<file path="src/rtl/decim_slicer.sv">
// Decimator/slicer: picks one sample per OS enabled cycles at a programmable
// phase, registers it with its hard-decision bit, and counts symbols.
module decim_slicer #(
  parameter int NB_INPUT = 18,
  parameter int OS       = 4,
  parameter int NB_PHASE = 2,
  parameter int NB_CNT   = 16
) (
  input  logic                       i_clk,
  input  logic                       i_rst,
  input  logic                       i_enable,
  input  logic        [NB_PHASE-1:0] i_phase,
  input  logic signed [NB_INPUT-1:0] i_data,
  output logic signed [NB_INPUT-1:0] o_data,
  output logic                       o_bit,
  output logic                       o_valid,
  output logic        [NB_CNT-1:0]   o_sym_count
);

  localparam logic [NB_PHASE-1:0] LAST_PHASE = NB_PHASE'(OS - 1);

  logic        [NB_PHASE-1:0] cnt_q, cnt_d;
  logic        [NB_PHASE-1:0] ph_q, ph_d;
  logic signed [NB_INPUT-1:0] data_q, data_d;
  logic                       bit_q, bit_d;
  logic                       valid_q, valid_d;
  logic        [NB_CNT-1:0]   sym_q, sym_d;
  logic                       frame_end;
  logic                       sample;

  assign frame_end = i_enable && (cnt_q == LAST_PHASE);
  // Compare against the phase held for the whole frame; a new i_phase only
  // lands at the frame boundary, so each frame samples exactly once.
  assign sample    = i_enable && (cnt_q == ph_q);

  always_comb begin
    cnt_d   = cnt_q;
    ph_d    = ph_q;
    data_d  = data_q;
    bit_d   = bit_q;
    valid_d = 1'b0;
    sym_d   = sym_q;

    if (i_enable) begin
      cnt_d = frame_end ? '0 : cnt_q + 1'b1;
    end
    if (frame_end) begin
      ph_d = i_phase;
    end
    if (sample) begin
      data_d  = i_data;
      bit_d   = ~i_data[NB_INPUT-1];
      valid_d = 1'b1;
      if (sym_q != '1) begin
        sym_d = sym_q + 1'b1;
      end
    end
  end

  always_ff @(posedge i_clk) begin
    if (i_rst) begin
      cnt_q   <= '0;
      ph_q    <= '0;
      data_q  <= '0;
      bit_q   <= 1'b0;
      valid_q <= 1'b0;
      sym_q   <= '0;
    end else begin
      cnt_q   <= cnt_d;
      ph_q    <= ph_d;
      data_q  <= data_d;
      bit_q   <= bit_d;
      valid_q <= valid_d;
      sym_q   <= sym_d;
    end
  end

  assign o_data      = data_q;
  assign o_bit       = bit_q;
  assign o_valid     = valid_q;
  assign o_sym_count = sym_q;

endmodule
</file>
<file path="config.mk">
export PLATFORM = sky130hd
export DESIGN_NAME = decim_slicer
export DESIGN_NICKNAME = d
export VERILOG_FILES = /design/src/rtl/decim_slicer.sv
export SDC_FILE = /design/constraint.sdc
export NUM_CORES = 1
export LEC_CHECK = 0
export ABC_CLOCK_PERIOD_IN_PS = 3050
export CELL_PAD_IN_SITES_DETAIL_PLACEMENT = 1
export CELL_PAD_IN_SITES_GLOBAL_PLACEMENT = 1
export CORE_MARGIN = 2
export CORE_UTILIZATION = 35
export DETAILED_ROUTE_END_ITERATION = 16
export MAX_ROUTING_LAYER = met4
export PLACE_DENSITY_LB_ADDON = 0.1
export SYNTH_ARGS = -nofsm -noshare
export SYNTH_HDL_FRONTEND = slang
export SYNTH_SLANG_ARGS = --single-unit
export TNS_END_PERCENT = 30
</file>
<file path="constraint.sdc">
create_clock -name i_clk -period 3.05 [get_ports i_clk]
set_input_delay 0.4575 -clock i_clk [delete_from_list [all_inputs] [get_ports i_clk]]
set_output_delay 0.4575 -clock i_clk [all_outputs]
set_load 0.01 [all_outputs]
</file>
==> run metrics, run 1 <==
status finished, final reports clean; grt total ovfl 0; number of diodes 0; Die Wd 74.7 um; hpwl dp ~3.4 mm; fin crit period between 2 and 2.5 ns; crit path cell chain clkdlybuf4s50_1, nand4_1, nor4_1, mux2_2; Ys Warns 0; Reg2Reg Capture Point o_sym_count[15]; endpoints failing setup 0; 1st-pass router iterations 4; vias in the first global route around 1700; GPL Wtd Cong 0.779; routed vias/inst about 5; WP buf/inv 1; IO buf count a little under 60; hold depth 2; Peak VDD IR between 200 and 300 uV; main combinational cell family by area after synthesis simple AND/OR/NAND/NOR gates; initial antenna violation count 0; Core Region around 4800 um^2; combinational group share of total power between 10 and 15%; Clk network pwr share between 30% and 40%; Top Family by Delay on Critical Path simple AND/OR/NAND/NOR gates; Hold Path Class reg2reg; top cells by area, synth dfxtp_1 (46%), nand2_1 (10%), a21oi_1 (7.7%), mux2_2 (4.5%), nor4_1 (2.9%); fin nets just under 300; Synth Register Bits 40; Cell Int Power 925 uW; Min-Delay Startpoint o_data[9]; Seq/Total Area, Yosys 45.7%; total negative slack 0 ns; DRT iter0 DRCs just over 90; sequential cell fraction of total power 46.9%; maximum clock frequency ~490 MHz; P_sw roughly 270 uW; Primary FF master, synth dfxtp_1; PwrDens roughly 470 nW/um^2; Synth area leader dfxtp_1; Starting Density between 30% and 40%; # DRC 0; Worst-Margin Slew approximately 0.6 ns; crit path launch type primary input; Placement Setup Slack around 0.75 ns; reg2reg start o_sym_count[3]; worst-skew pair later-pin latency 0.28 ns; Placed Instances 332; clock root buffer clkbuf_8; critical setup path kind in2reg; leakage 0.000899 uW; CP required 3.23 ns; die height roughly 75 um; final worst slack a little over 1 ns; post-synth top area share a little under half; Compound-Gate Fraction of Synth Area 11.9%; GRT Total Usage between 10% and 20%; Slew Viols, Final 0; Synth Area in Adders under 10%; TritonCTS sink count 40; Post-DRT Antenna Nets 0; via count 1706; Mapped Cells around 210; TritonCTS Buffers 5; multiplexer share of the synthesized area under 10%; Hold-fix buffers, CTS 0; unique cell type count in the Yosys netlist 35; Layout Cells excl Fill 340; Tcrit/Tclk final about two thirds; layout cells sized above 1 under 10%; Setup Buffers After CTS 0; most frequent cell after synthesis nand2_1; Async SR Flop Fraction 0%; largest net degree at the start of global routing 25; most common library cells after synthesis nand2_1 (48), dfxtp_1 (40), a21oi_1 (27); Synth Net Count 238; DIE AREA 5590 um^2; Critical-path top delay cell clkdlybuf4s50_1; cell area after synthesis around 1800 um^2; CTS tree built; reg2reg setup slack 1.05 ns; # resized after CTS 0; Synth Area per Inst a little over 8 um^2; RSZ-0062 raised after global routing no; worst-case reg-to-reg path depth 4; Setup Skew approximately 0.0037 ns; Post-Synth XOR/XNOR Area around 1.0%; Final Routed Wirelength about 4.6 mm; clock-pin slew on the worst setup and hold paths about 0.080 ns; sw frac 22.7%; boundary pin count between 50 and 60; EDFF count, synth 0; H-tree levels 2; Slew HR approximately three fifths; crit path DAT between 2 and 2.5 ns; Avg WL per Cell 13.4 um; Finished Core Util 53.0%; Max clock buf depth 2; first-pass GRT wire length between 7 and 8 mm; Final Hold Viols 0; delay of the slowest critical-path stage 0.67 ns; CP max FO 9; Post-Synth Simple-Gate Area 30.4%; P&R area growth vs syn 44.7%; hold endpoint o_data[9]; std cell rows 25; Worst Setup End Kind flop; maxcap violations 0
==> per-layer routing <==
| metal | vias to the layer above | GRT usage (%) | share of wire, % |
|---|---|---|---|
| met5 | - | - | 0 |
| met4 | 0 | 4.37 | 0.96 |
| met3 | 6 | 5.62 | 5.6 |
| met2 | 42 | 30.9 | 49 |
| met1 | 795 | 23.2 | 44 |
| li1 | 863 | - | - |
==> kinds of logic after synthesis <==
kind of cell | after synthesis
adder cells (fa/ha/maj) | 2
multiplexers | 9
AO/OA/AOI/OAI | 37
AND/OR/NAND/NOR | 107
buffers and inverters | 16
flip-flops | 40
XOR/XNOR | 2
==> power groups by stage <==
stage	clock network (uW)	logic [uW]	registers, uW
2_1_floorplan	0	68.9	584
3_3_place_gp	0	169	574
3_5_place_dp	0	172	575
4_1_cts	484	173	562
5_1_grt	508	189	566
6_report	465	169	562
==> worst max path at each step <==
| stage | from | to | slack, ns | cells after the start |
|---|---|---|---|---|
| after floorplan | o_sym_count[2] | o_sym_count[15] | 1.21 | 4 |
| after global placement | i_enable | o_sym_count[13] | 0.77 | 4 |
| after detailed placement | i_enable | o_sym_count[13] | 0.75 | 4 |
| after CTS | i_enable | o_sym_count[13] | 1.03 | 4 |
| after global routing | i_enable | o_sym_count[13] | 0.92 | 4 |
| final | i_enable | o_sym_count[13] | 1.01 | 4 |
==> layout make-up <==
type	count	area, um^2
Fill cell	584	2250
Multi-Input combinational cell	157	883
Sequential cell	40	801
Timing Repair Buffer	64	626
Clock buffer	7	96.3
Tap cell	67	83.8
Clock inverter	1	30.0
Inverter	4	15.0
==> worst reg2reg max path, cell delays in order, from the launching register on <==
cell and delay [ns]:
dfxtp_1 0.49, nand4_4 0.21, or4_1 0.60, or4_1 0.48
a22oi_1 0.15
==> through the flow <==
| stage | area, um^2 | hold slack, ns | total power, uW |
|---|---|---|---|
| finish | 2530 | 0.456 | 1200 |
| global route | 2530 | 0.482 | 1260 |
| CTS | 2530 | 0.461 | 1220 |
| detailed placement | 2410 | 0.449 | 747 |
| global placement | 2410 | 0.444 | 743 |
| floorplan | 1750 | 0.449 | 653 |
==> placed cells by master (no fill, tap or decap), types with 2 or more instances in the layout <==
cell type        synthesis  final
clkdlybuf4s50_1          0     58
nand2_1                 48     48
dfxtp_1                 40     40
a21oi_1                 27     27
nor2_1                  12     12
nor4_1                   8      8
mux2_2                   7      7
nor3_1                   7      7
clkbuf_8                 0      7
nand3_1                  6      6
nor2b_1                  6      6
buf_4                    0      6
nand4_1                  5      5
inv_1                    4      4
or4_1                    4      4
o21ai_0                  3      3
or2_2                    2      2
xnor2_1                  2      2
o31ai_1                  2      2
mux2i_1                  2      2
ha_1                     2      2
==> flip-flops by register name (all words and copies together), names as in the netlist <==
name,cells
cnt_q,2
o_valid,1
o_sym_count,16
ph_q,2
o_bit,1
o_data,18
No activity file was read; power rests on OpenSTA's default activity.
==> run 2, diff against run 1 <==
--- a/config.mk
+++ b/config.mk
@@ -5,11 +5,11 @@
 export SDC_FILE = /design/constraint.sdc
 export NUM_CORES = 1
 export LEC_CHECK = 0
-export ABC_CLOCK_PERIOD_IN_PS = 3050
+export ABC_CLOCK_PERIOD_IN_PS = 2120
 export CELL_PAD_IN_SITES_DETAIL_PLACEMENT = 1
 export CELL_PAD_IN_SITES_GLOBAL_PLACEMENT = 1
 export CORE_MARGIN = 2
-export CORE_UTILIZATION = 35
+export CORE_UTILIZATION = 32
 export DETAILED_ROUTE_END_ITERATION = 16
 export MAX_ROUTING_LAYER = met4
 export PLACE_DENSITY_LB_ADDON = 0.1
==> constraint.sdc (replaced) <==
create_clock -name i_clk -period 2.12 [get_ports i_clk]
set_input_delay 0.318 -clock i_clk [delete_from_list [all_inputs] [get_ports i_clk]]
set_output_delay 0.318 -clock i_clk [all_outputs]
set_load 0.01 [all_outputs]
==> run 2 against run 1 <==
Global-route usage down 1.4 points. Sequential power up 44%. Critical path depth unchanged. Clock power up 15%. Via count up 3.7%. First-iteration DRC count down 9.8%. Final area up 0.30%. Highest routed layer unchanged.
==> run metrics, run 2 (same netlist as run 1, synthesis figures left out) <==
DIE AREA 6080 um^2 (was 5590 um^2); grt total ovfl 0 (unchanged); fin nets 300 (was 297); CP most frequent cell or4_1; maxcap violations 0 (unchanged); Peak VDD IR 327 uV (was 271 uV); Final Hold Viols 0 (unchanged); TritonCTS sink count 40 (unchanged); Slew HR 72.9% (was 58.7%); first-pass GRT wire length 8.39 mm (was 7.98 mm); layout cells sized above 1 10.5% (was 9.52%); clock-pin slew on the worst setup and hold paths 0.08 ns (about the same); GPL Wtd Cong 0.819 (was 0.779); hpwl dp 3.59 mm (was 3.37 mm); TritonCTS Buffers 5 (unchanged); Largest register FFs 18 (unchanged); Die Wd 78.0 um (was 74.7 um); clock root buffer clkbuf_8 (unchanged); Core Region 5200 um^2 (was 4790 um^2); commonest cells after routing, fill and taps aside clkdlybuf4s50_1 (58), nand2_1 (48), dfxtp_1 (39), a21oi_1 (27), nor2_1 (12) (was clkdlybuf4s50_1 (58), nand2_1 (48), dfxtp_1 (40), a21oi_1 (27), nor2_1 (12)); endpoints failing setup 0 (unchanged); crit path cell chain nand4_4, or4_1, or4_1, a22oi_1 (was clkdlybuf4s50_1, nand4_1, nor4_1, mux2_2); hold slack 0.458 ns (was 0.456 ns); status finished, final reports clean (unchanged); fin crit period ~2.0 ns; PwrDens 629 nW/um^2 (was 472 nW/um^2); DRT iter0 DRCs 83 (was 92); routed vias/inst 5.11 (was 5.02); total negative slack 0 ns (unchanged); Post-DRT Antenna Nets 0 (unchanged); Slew Viols, Final 0 (unchanged); Fillers 641 (was 584); worst-skew pair later-pin latency 0.29 ns (was 0.28 ns); CP max FO 8 (was 9); most common cell after layout, fill and taps aside clkdlybuf4s50_1 (unchanged); vias in the first global route 1807 (was 1719); Setup Skew 0.00422 ns (was 0.00371 ns); leakage 0.000899 uW (about the same); CP required 2.33 ns (was 3.23 ns); Starting Density 33.7% (was 36.6%); Tcrit/Tclk final just over 90%; H-tree levels 2 (unchanged); Worst-Margin Slew 0.406 ns (was 0.618 ns); Post-Place Cell Area 2450 um^2 (was 2410 um^2); largest net degree at the start of global routing 25 (unchanged); number of diodes 0 (unchanged); boundary pin count 59 (unchanged); initial antenna violation count 0 (unchanged); maximum clock frequency 507 MHz; # DRC 0 (unchanged); RSZ-0062 raised after global routing no (unchanged); Worst Setup End Kind flop (unchanged); Setup Buffers After CTS 0 (unchanged); Max clock buf depth 2 (unchanged); register area 802 um^2 (was 801 um^2); 1st-pass router iterations 4 (unchanged); P&R area growth vs syn 45.1% (was 44.7%); crit path DAT 2.19 ns (was 2.21 ns); die height 78.0 um (was 74.7 um); Post-Layout Inst Area 2540 um^2 (was 2530 um^2); IO buf count 58 (unchanged); delay of the slowest critical-path stage 0.59 ns (was 0.67 ns); std cell rows 26 (was 25); crit path launch type flop (was primary input); Final Routed Wirelength 4.98 mm (was 4.57 mm); Multi-input gate area 883 um^2 (unchanged); Avg WL per Cell 14.4 um (was 13.4 um); via count 1769 (was 1706); critical setup path kind reg2reg (was in2reg); Hold Path Class reg2reg (unchanged); CTS tree built (unchanged); Critical-path top delay cell or4_1 (was clkdlybuf4s50_1); GRT Total Usage 17.5% (was 19.0%)
run 2: worst paths after layout:
check / start / endpoint / slack, ns / cells past startpoint
max: o_sym_count[3] / o_sym_count[15] / 0.15 / 4
max reg2reg: o_sym_count[3] / o_sym_count[15] / 0.15 / 4
min: o_data[2] / o_data[2] / 0.46 / 2
min reg2reg: o_data[2] / o_data[2] / 0.46 / 2
run 2: critical path, delay by kind of cell, from the launching register on:
kind               cells  cell delay [ns]
DFF                    1             0.46
AOI/OAI and AO/OA      1             0.16
and+or+nand+nor        3             1.28
run 2: metal layers:
metal	track usage (%)	share of wire, %	wire length, um	up-vias
met2	30.5	49	2450	38
met1	20.5	46	2290	855
li1	-	-	-	871
met5	-	0	0	-
met4	5.26	0.98	49	0
met3	3.37	3.8	191	5
run 2: metrics by stage:
stage          instances  util [%]  power [uW]  worst slack, ns
6_report             346      48.8        1600            0.146
5_1_grt              346      48.8        1680          0.00181
4_1_cts              346      48.8        1630            0.135
3_5_place_dp         338      47.0        1090           0.0696
3_3_place_gp         338      47.0        1080            0.136
2_1_floorplan        213         -         939            0.276
run 2: power breakdown:
part | internal (uW) | switching (uW)
clock network | 265 | 269
registers | 787 | 21.6
logic | 135 | 121
total | 1190 | 412
run 2: area by class of cell:
| type | count | share of cell area (%) |
|---|---|---|
| clock inverters | 1 | 0.295 |
| multi-input cells | 157 | 34.7 |
| inverters | 4 | 0.591 |
| repair buffers | 67 | 26.0 |
| clock buffers | 7 | 3.40 |
| flip-flops and latches | 40 | 31.5 |
| well taps | 70 | 3.44 |
run 2: what timing repair did:
| action | in CTS | in global routing |
|---|---|---|
| setup endpoints to repair | 0 | 1 |
| gates resized for setup | 0 | 1 |
| hold buffers | 0 | 0 |
==> run 3, diff against run 2 <==
--- a/config.mk
+++ b/config.mk
@@ -10,6 +10,7 @@
 export CELL_PAD_IN_SITES_GLOBAL_PLACEMENT = 1
 export CORE_MARGIN = 2
 export CORE_UTILIZATION = 32
+export CTS_CLUSTER_DIAMETER = 100
 export DETAILED_ROUTE_END_ITERATION = 16
 export MAX_ROUTING_LAYER = met4
 export PLACE_DENSITY_LB_ADDON = 0.1
==> results of run 3 <==
The final DEF is identical to that of run 2; final timing and power are the same.
